## src/rtl/vga_overlay_pkg.sv

```systemverilog
// Shared types and constants for the VGA overlay blocks.
// Colours are 24-bit RGB; coordinates are 11-bit pixel counters.
package vga_overlay_pkg;

   localparam int COORD_W  = 11;
   localparam int COLOUR_W = 24;

   typedef logic [COLOUR_W-1:0] colour_t;

   localparam colour_t DEF_COLOUR_BG   = 24'h777777;
   localparam colour_t DEF_COLOUR_ON   = 24'hFF0000;
   localparam colour_t DEF_COLOUR_OFF  = 24'h444444;
   localparam colour_t DEF_COLOUR_RISE = 24'hFFFF00;
   localparam colour_t DEF_COLOUR_FALL = 24'h0000FF;

   // Index width for n entries, never below one bit
   function automatic int idx_w(input int n);
      return (n > 1) ? $clog2(n) : 1;
   endfunction

endpackage

```

## src/rtl/vga_led_grid_locator.sv

```systemverilog
// Maps a pixel coordinate onto the LED grid (region, gap, row, column).
// Compare chains replace division so coordinates may jump freely.
module vga_led_grid_locator
   import vga_overlay_pkg::*;
#(
   parameter int DATA_W   = 8,
   parameter int NUM_REGS = 4,
   parameter int START_H  = 10,
   parameter int START_V  = 10,
   parameter int W        = 16,
   parameter int H        = 16,
   parameter int WG       = 4,
   parameter int HG       = 4
) (
   input  logic                             clk,
   input  logic                             reset_n,
   input  logic [COORD_W-1:0]               vga_h,
   input  logic [COORD_W-1:0]               vga_v,
   output logic                             region_q,
   output logic                             gap_q,
   output logic [idx_w(NUM_REGS)-1:0]       row_q,
   output logic [idx_w(DATA_W)-1:0]         col_q
);

   localparam int RW    = idx_w(NUM_REGS);
   localparam int CW    = idx_w(DATA_W);
   localparam int PV    = H + HG;
   localparam int PH    = W + WG;
   localparam int TOT_W = WG + PH * DATA_W;
   localparam int TOT_H = NUM_REGS * PV - HG;

   int   rh, rv, row_i, col_i, rvo, rho;
   logic region_c, gap_c;

   // Locate the pixel: region test, then row/column by threshold chains
   always_comb begin
      rh       = int'(vga_h) - START_H;
      rv       = int'(vga_v) - START_V;
      region_c = (rh >= 0) && (rh < TOT_W) && (rv >= 0) && (rv < TOT_H);
      row_i    = 0;
      for (int r = 1; r < NUM_REGS; r++) begin
         if (rv >= r * PV) row_i = r;
      end
      col_i = 0;
      for (int k = 1; k < DATA_W; k++) begin
         if (rh >= WG + k * PH) col_i = k;
      end
      rvo   = rv - row_i * PV;
      rho   = rh - WG - col_i * PH;
      gap_c = (rvo >= H) || (rh < WG) || (rho >= W);
   end

   // Pipeline stage 1: register the geometry decode
   always_ff @(posedge clk or negedge reset_n) begin
      if (!reset_n) begin
         region_q <= 1'b0;
         gap_q    <= 1'b0;
         row_q    <= '0;
         col_q    <= '0;
      end else begin
         region_q <= region_c;
         gap_q    <= gap_c;
         row_q    <= RW'(row_i);
         col_q    <= CW'(col_i);
      end
   end

endmodule

```

## src/rtl/vga_display_register_bank.sv

```systemverilog
// Shows NUM_REGS registers as rows of LEDs, sampled once per frame,
// with recently changed bits highlighted for HOLD_FRAMES frames.
module vga_display_register_bank
   import vga_overlay_pkg::*;
#(
   parameter int      DATA_W      = 8,
   parameter int      NUM_REGS    = 4,
   parameter int      START_H     = 10,
   parameter int      START_V     = 10,
   parameter int      W           = 16,
   parameter int      H           = 16,
   parameter int      WG          = 4,
   parameter int      HG          = 4,
   parameter int      HOLD_FRAMES = 30,
   parameter colour_t COLOUR_BG   = DEF_COLOUR_BG,
   parameter colour_t COLOUR_ON   = DEF_COLOUR_ON,
   parameter colour_t COLOUR_OFF  = DEF_COLOUR_OFF,
   parameter colour_t COLOUR_RISE = DEF_COLOUR_RISE,
   parameter colour_t COLOUR_FALL = DEF_COLOUR_FALL
) (
   input  logic                         clk,
   input  logic                         reset_n,
   input  logic [NUM_REGS*DATA_W-1:0]   data_in,
   input  logic [COORD_W-1:0]           vga_h,
   input  logic [COORD_W-1:0]           vga_v,
   output logic [COLOUR_W-1:0]          pixel_out,
   output logic                         display_on
);

   localparam int RW = idx_w(NUM_REGS);
   localparam int CW = idx_w(DATA_W);
   localparam int HW = (HOLD_FRAMES > 0) ? $clog2(HOLD_FRAMES + 1) : 1;

   typedef logic [DATA_W-1:0] word_t;

   word_t           snap [NUM_REGS];
   word_t           mask [NUM_REGS];
   word_t           chg  [NUM_REGS];
   logic [HW-1:0]   hold [NUM_REGS];
   logic            valid;
   logic            sample;

   logic            region_q, gap_q;
   logic [RW-1:0]   row_q;
   logic [CW-1:0]   col_q;

   logic [CW-1:0]   bidx;
   logic            bit_v, hl;
   colour_t         colour_c;

   assign sample = (vga_h == '0) && (vga_v == '0);

   vga_led_grid_locator #(
      .DATA_W   (DATA_W),
      .NUM_REGS (NUM_REGS),
      .START_H  (START_H),
      .START_V  (START_V),
      .W        (W),
      .H        (H),
      .WG       (WG),
      .HG       (HG)
   ) u_locator (
      .clk      (clk),
      .reset_n  (reset_n),
      .vga_h    (vga_h),
      .vga_v    (vga_v),
      .region_q (region_q),
      .gap_q    (gap_q),
      .row_q    (row_q),
      .col_q    (col_q)
   );

   // Bits differing between the live input and the frame snapshot
   always_comb begin
      for (int r = 0; r < NUM_REGS; r++) begin
         chg[r] = data_in[r*DATA_W +: DATA_W] ^ snap[r];
      end
   end

   // Frame sample: update snapshot, accumulate changes, run hold timers
   always_ff @(posedge clk or negedge reset_n) begin
      if (!reset_n) begin
         valid <= 1'b0;
         for (int r = 0; r < NUM_REGS; r++) begin
            snap[r] <= '0;
            mask[r] <= '0;
            hold[r] <= '0;
         end
      end else if (sample) begin
         valid <= 1'b1;
         for (int r = 0; r < NUM_REGS; r++) begin
            snap[r] <= data_in[r*DATA_W +: DATA_W];
            if (valid) begin
               if (chg[r] != '0) begin
                  if (HOLD_FRAMES > 0) begin
                     mask[r] <= ((hold[r] != '0) ? mask[r] : '0) | chg[r];
                     hold[r] <= HW'(HOLD_FRAMES);
                  end
               end else if (hold[r] != '0) begin
                  hold[r] <= hold[r] - HW'(1);
                  if (hold[r] == HW'(1)) mask[r] <= '0;
               end
            end
         end
      end
   end

   // Colour of the located pixel from snapshot and highlight state
   always_comb begin
      bidx     = CW'(DATA_W - 1) - col_q;
      bit_v    = snap[row_q][bidx];
      hl       = mask[row_q][bidx] && (hold[row_q] != '0);
      colour_c = COLOUR_BG;
      if (region_q && !gap_q) begin
         if (hl) colour_c = bit_v ? COLOUR_RISE : COLOUR_FALL;
         else    colour_c = bit_v ? COLOUR_ON : COLOUR_OFF;
      end
   end

   // Pipeline stage 2: register colour and display enable
   always_ff @(posedge clk or negedge reset_n) begin
      if (!reset_n) begin
         pixel_out  <= '0;
         display_on <= 1'b0;
      end else begin
         pixel_out  <= colour_c;
         display_on <= region_q;
      end
   end

endmodule

```

## config.mk

```make
export PLATFORM = sky130hd
export DESIGN_NAME = vga_display_register_bank
export DESIGN_NICKNAME = d
export VERILOG_FILES = /design/src/rtl/vga_overlay_pkg.sv /design/src/rtl/vga_led_grid_locator.sv /design/src/rtl/vga_display_register_bank.sv
export SDC_FILE = /design/constraint.sdc
export NUM_CORES = 1
export LEC_CHECK = 0
export BUFFER_PORTS_ARGS = -buffer_cell sky130_fd_sc_hd__buf_2
export CORE_AREA = 4 4 106 133
export DETAILED_ROUTE_END_ITERATION = 7
export DIE_AREA = 0 0 110 137
export PLACE_DENSITY = 0.71
export SYNTH_ARGS = -nofsm -noshare
export SYNTH_HDL_FRONTEND = slang
export SYNTH_SLANG_ARGS = --single-unit
```

## constraint.sdc

```tcl
create_clock -name clk -period 2.5 [get_ports clk]
set_clock_uncertainty 0.1 [all_clocks]
set_input_delay 0.375 -clock clk [delete_from_list [all_inputs] [get_ports clk]]
set_output_delay 0.375 -clock clk [all_outputs]
set_load 0.05 [all_outputs]
```

==> flow_summary.json <==
{
  "status": "finished, violations left",
  "violations": "setup timing",
  "die_h_um": 137,
  "syn_to_final_growth_pct": 32.3,
  "maxSlewHeadroom": 0.347,
  "finalSetupViolations": 6,
  "fin_setup_tns_ns": -3.42,
  "cts_htree_levels": 3,
  "die-area_sq_um": 15100,
  "synthAdderAreaFrac": 0.0872,
  "grt_pass1_wl_um": 28500,
  "synth-xor-area-share": 0.0579,
  "drv_cap": 0,
  "numCtsBuffers": 9,
  "n_antenna_cell": 0,
  "grt_pass1_vias": 6087,
  "fmax_ghz": 0.179,
  "start_util": 0.524,
  "required_ns": 2.63,
  "vias": 5864,
  "place_hpwl_um": 13700,
  "period_share": 2.23,
  "rsz0062_at_grt": "true",
  "synth-simple-area-share": 0.160,
  "worst_path_most_repeated_cell": "ha_4",
  "layout_common_cells": "buf_4, dfrtp_1, buf_2",
  "die_x_um": 110,
  "grt_use_met3": 0.0444,
  "rows": 46,
  "placed_area_sq_um": 8160,
  "worstSetupEndpointType": "register",
  "fin_util": 0.693,
  "fin_area_sq_um": 8810,
  "insertion_delay_ns": 0.35,
  "syn_area_sq_um": 6660,
  "grt_overflow": 0,
  "layout.cells.most_common": "buf_4",
  "avgSynthCellArea_sq_um": 10.2,
  "ys_seq_area_frac": 0.383,
  "drive_above_1_share": 0.390,
  "grt_max_degree": 49,
  "antenna_found_initial": 0,
  "cts.path.max_buffers": 2,
  "synth_top_cell_by_area": "dfrtp_1",
  "routed_wl_um": 17500,
  "cts.sinks": 102,
  "instances_no_fill": 1012,
  "drt_pre_antenna_iters": 6,
  "fin_ws_ns": -3.08,
  "yosys.cell_types.count": 71,
  "synth_top_family_by_area": "simple AND/OR/NAND/NOR gates",
  "fin_worst_hold_slack_ns": 0.183,
  "power_density_nw_per_um2": 475,
  "cp_top_family": "simple AND/OR/NAND/NOR gates",
  "min_period_ns": 5.58,
  "grtUsageTotal": 0.241,
  "port_buffers": 80,
  "slowest_delay_ns": 0.53,
  "synth-seq-cells": 102,
  "reg2reg_slack_ns": -0.11,
  "viasPerCell": 5.79,
  "crit_fanout": 7,
  "leakage_nw": 3.91,
  "async_reset_ff_frac": 1.00,
  "use_met2": 0.451,
  "finalHoldViolCount": 0,
  "ant_nets": 0,
  "synth_compound_area_frac": 0.126,
  "placeableCoreArea_sq_um": 12700,
  "synth_top_area_frac": 0.383,
  "clk_pin_slew_ns": 0.07,
  "synth_mux_area_frac": 0.136,
  "ir_drop_v": 0.000286,
  "power.total_mw": 4.19,
  "top_usage_layer": "met2",
  "final_nets": 940,
  "cts_tree": "done",
  "dp_slack_ns": -3.79,
  "cp_slowest_cell": "or4b_4",
  "io-pin-count": 81,
  "netlist_instances": 652,
  "drt_iter0_drc": 326,
  "wl_per_cell_um": 17.3,
  "crit_buf_inv": 4,
  "report.final.slew_viol_count": 0,
  "worst_pin_slew_ns": 0.978,
  "start_kind": "primary input",
  "hold_class": "primary input to register",
  "yosysWarningCount": 0,
  "synth_edf_count": 0,
  "synth_ff_type": "dfrtp_1",
  "finalWeightedCongestion": 0.918,
  "crit_type": "primary input to register",
  "dp.cells": 985,
  "drcViolationCount": 0,
  "synth_area_leaders": "dfrtp_1, ha_1, mux4_2",
  "n_fill_cell": 942,
  "met1_usage": 0.260,
  "critPathArrivalTime_ns": 5.71,
  "syn-num-nets": 753,
  "root_buffer": "clkbuf_16"
}
==> layer usage <==
metal / vias to the layer above / wire [um]
met2: 183 / 9670
met1: 2886 / 6370
met4: 0 / 604
li1: 2746 / -
met5: - / 0
met3: 49 / 833
==> synth_stat cells (4+ instances only) <==
master      n
a211oi_1    4
a21oi_1    14
a22o_1      4
a31oi_1     9
and2_1      4
buf_2       7
buf_4      15
clkbuf_1    7
dfrtp_1   102
ha_1       44
inv_1      36
mux2_2     37
mux2i_1     4
mux4_2     20
nand2_1    60
nand2b_1   11
nand3_1    23
nand4_1    12
nor2_1     27
nor2b_1    10
nor3_1     16
nor4_1      5
o211ai_1    5
o21ai_0    50
o21ai_1    11
o31ai_1     6
o41ai_1     5
or3_1       6
xnor2_1    39
xor2_1      5
==> power breakdown <==
| part | internal (mW) | total [mW] | switching (mW) |
|---|---|---|---|
| Combinational | 0.545 | 1.07 | 0.522 |
| Clock | 0.802 | 1.46 | 0.660 |
| Sequential | 1.65 | 1.66 | 0.00694 |
==> final cells by class <==
type	count	area [sq um]	area share
multi-input cells	483	4110	0.466
flip-flops and latches	102	2550	0.290
repair buffers	207	1490	0.169
clock buffers	9	225	0.0256
well taps	168	210	0.0239
inverters	36	138	0.0156
clock inverters	7	91.3	0.0104
==> cell families (layout without fill, tap and decap cells) <==
logic type | Yosys count | after routing
xor gates and xnor gates | 44 | 44
and+or+nand+nor | 200 | 200
AOI/OAI and AO/OA | 132 | 132
buffers and inverters | 67 | 259
DFF | 102 | 102
muxes | 61 | 61
adders and majority gates | 46 | 46
==> final timing paths <==
| check | from | cells past startpoint | end |
|---|---|---|---|
| min in group asynchronous | reset_n | 2 | hold[15] |
| max in group asynchronous | reset_n | 3 | u_locator.col_q[2] |
| worst min register to register | u_locator.region_q | 0 | display_on |
| worst min-delay path | data_in[7] | 2 | snap[31] |
| worst max register to register | u_locator.row_q[0] | 8 | pixel_out[14] |
| worst max-delay path | vga_h[2] | 29 | u_locator.gap_q |
==> worst register-to-register path, stage by stage (launching register included) <==
cell      delay [ns]
dfrtp_1         0.42
buf_12          0.15
buf_12          0.13
mux4_2          0.49
mux4_2          0.50
mux2i_4         0.20
buf_6           0.16
ha_4            0.20
nand2b_4        0.13
==> sequential cells by signal (all words and copies together), names as in the netlist <==
name,cells
display_on,1
hold,20
mask,32
pixel_out,9
snap,32
u_locator.col_q,3
u_locator.gap_q,1
u_locator.region_q,1
u_locator.row_q,2
valid,1
==> timing repair <==
action                                 in CTS  in global routing
buffers inserted                           11                  0
pin swaps                                   8                  6
setup endpoints to repair                   4                  9
hold buffers                                1                  0
endpoints found under the hold margin      45                  0
resized for setup                          22                 20
No activity file was read; power rests on OpenSTA's default activity.
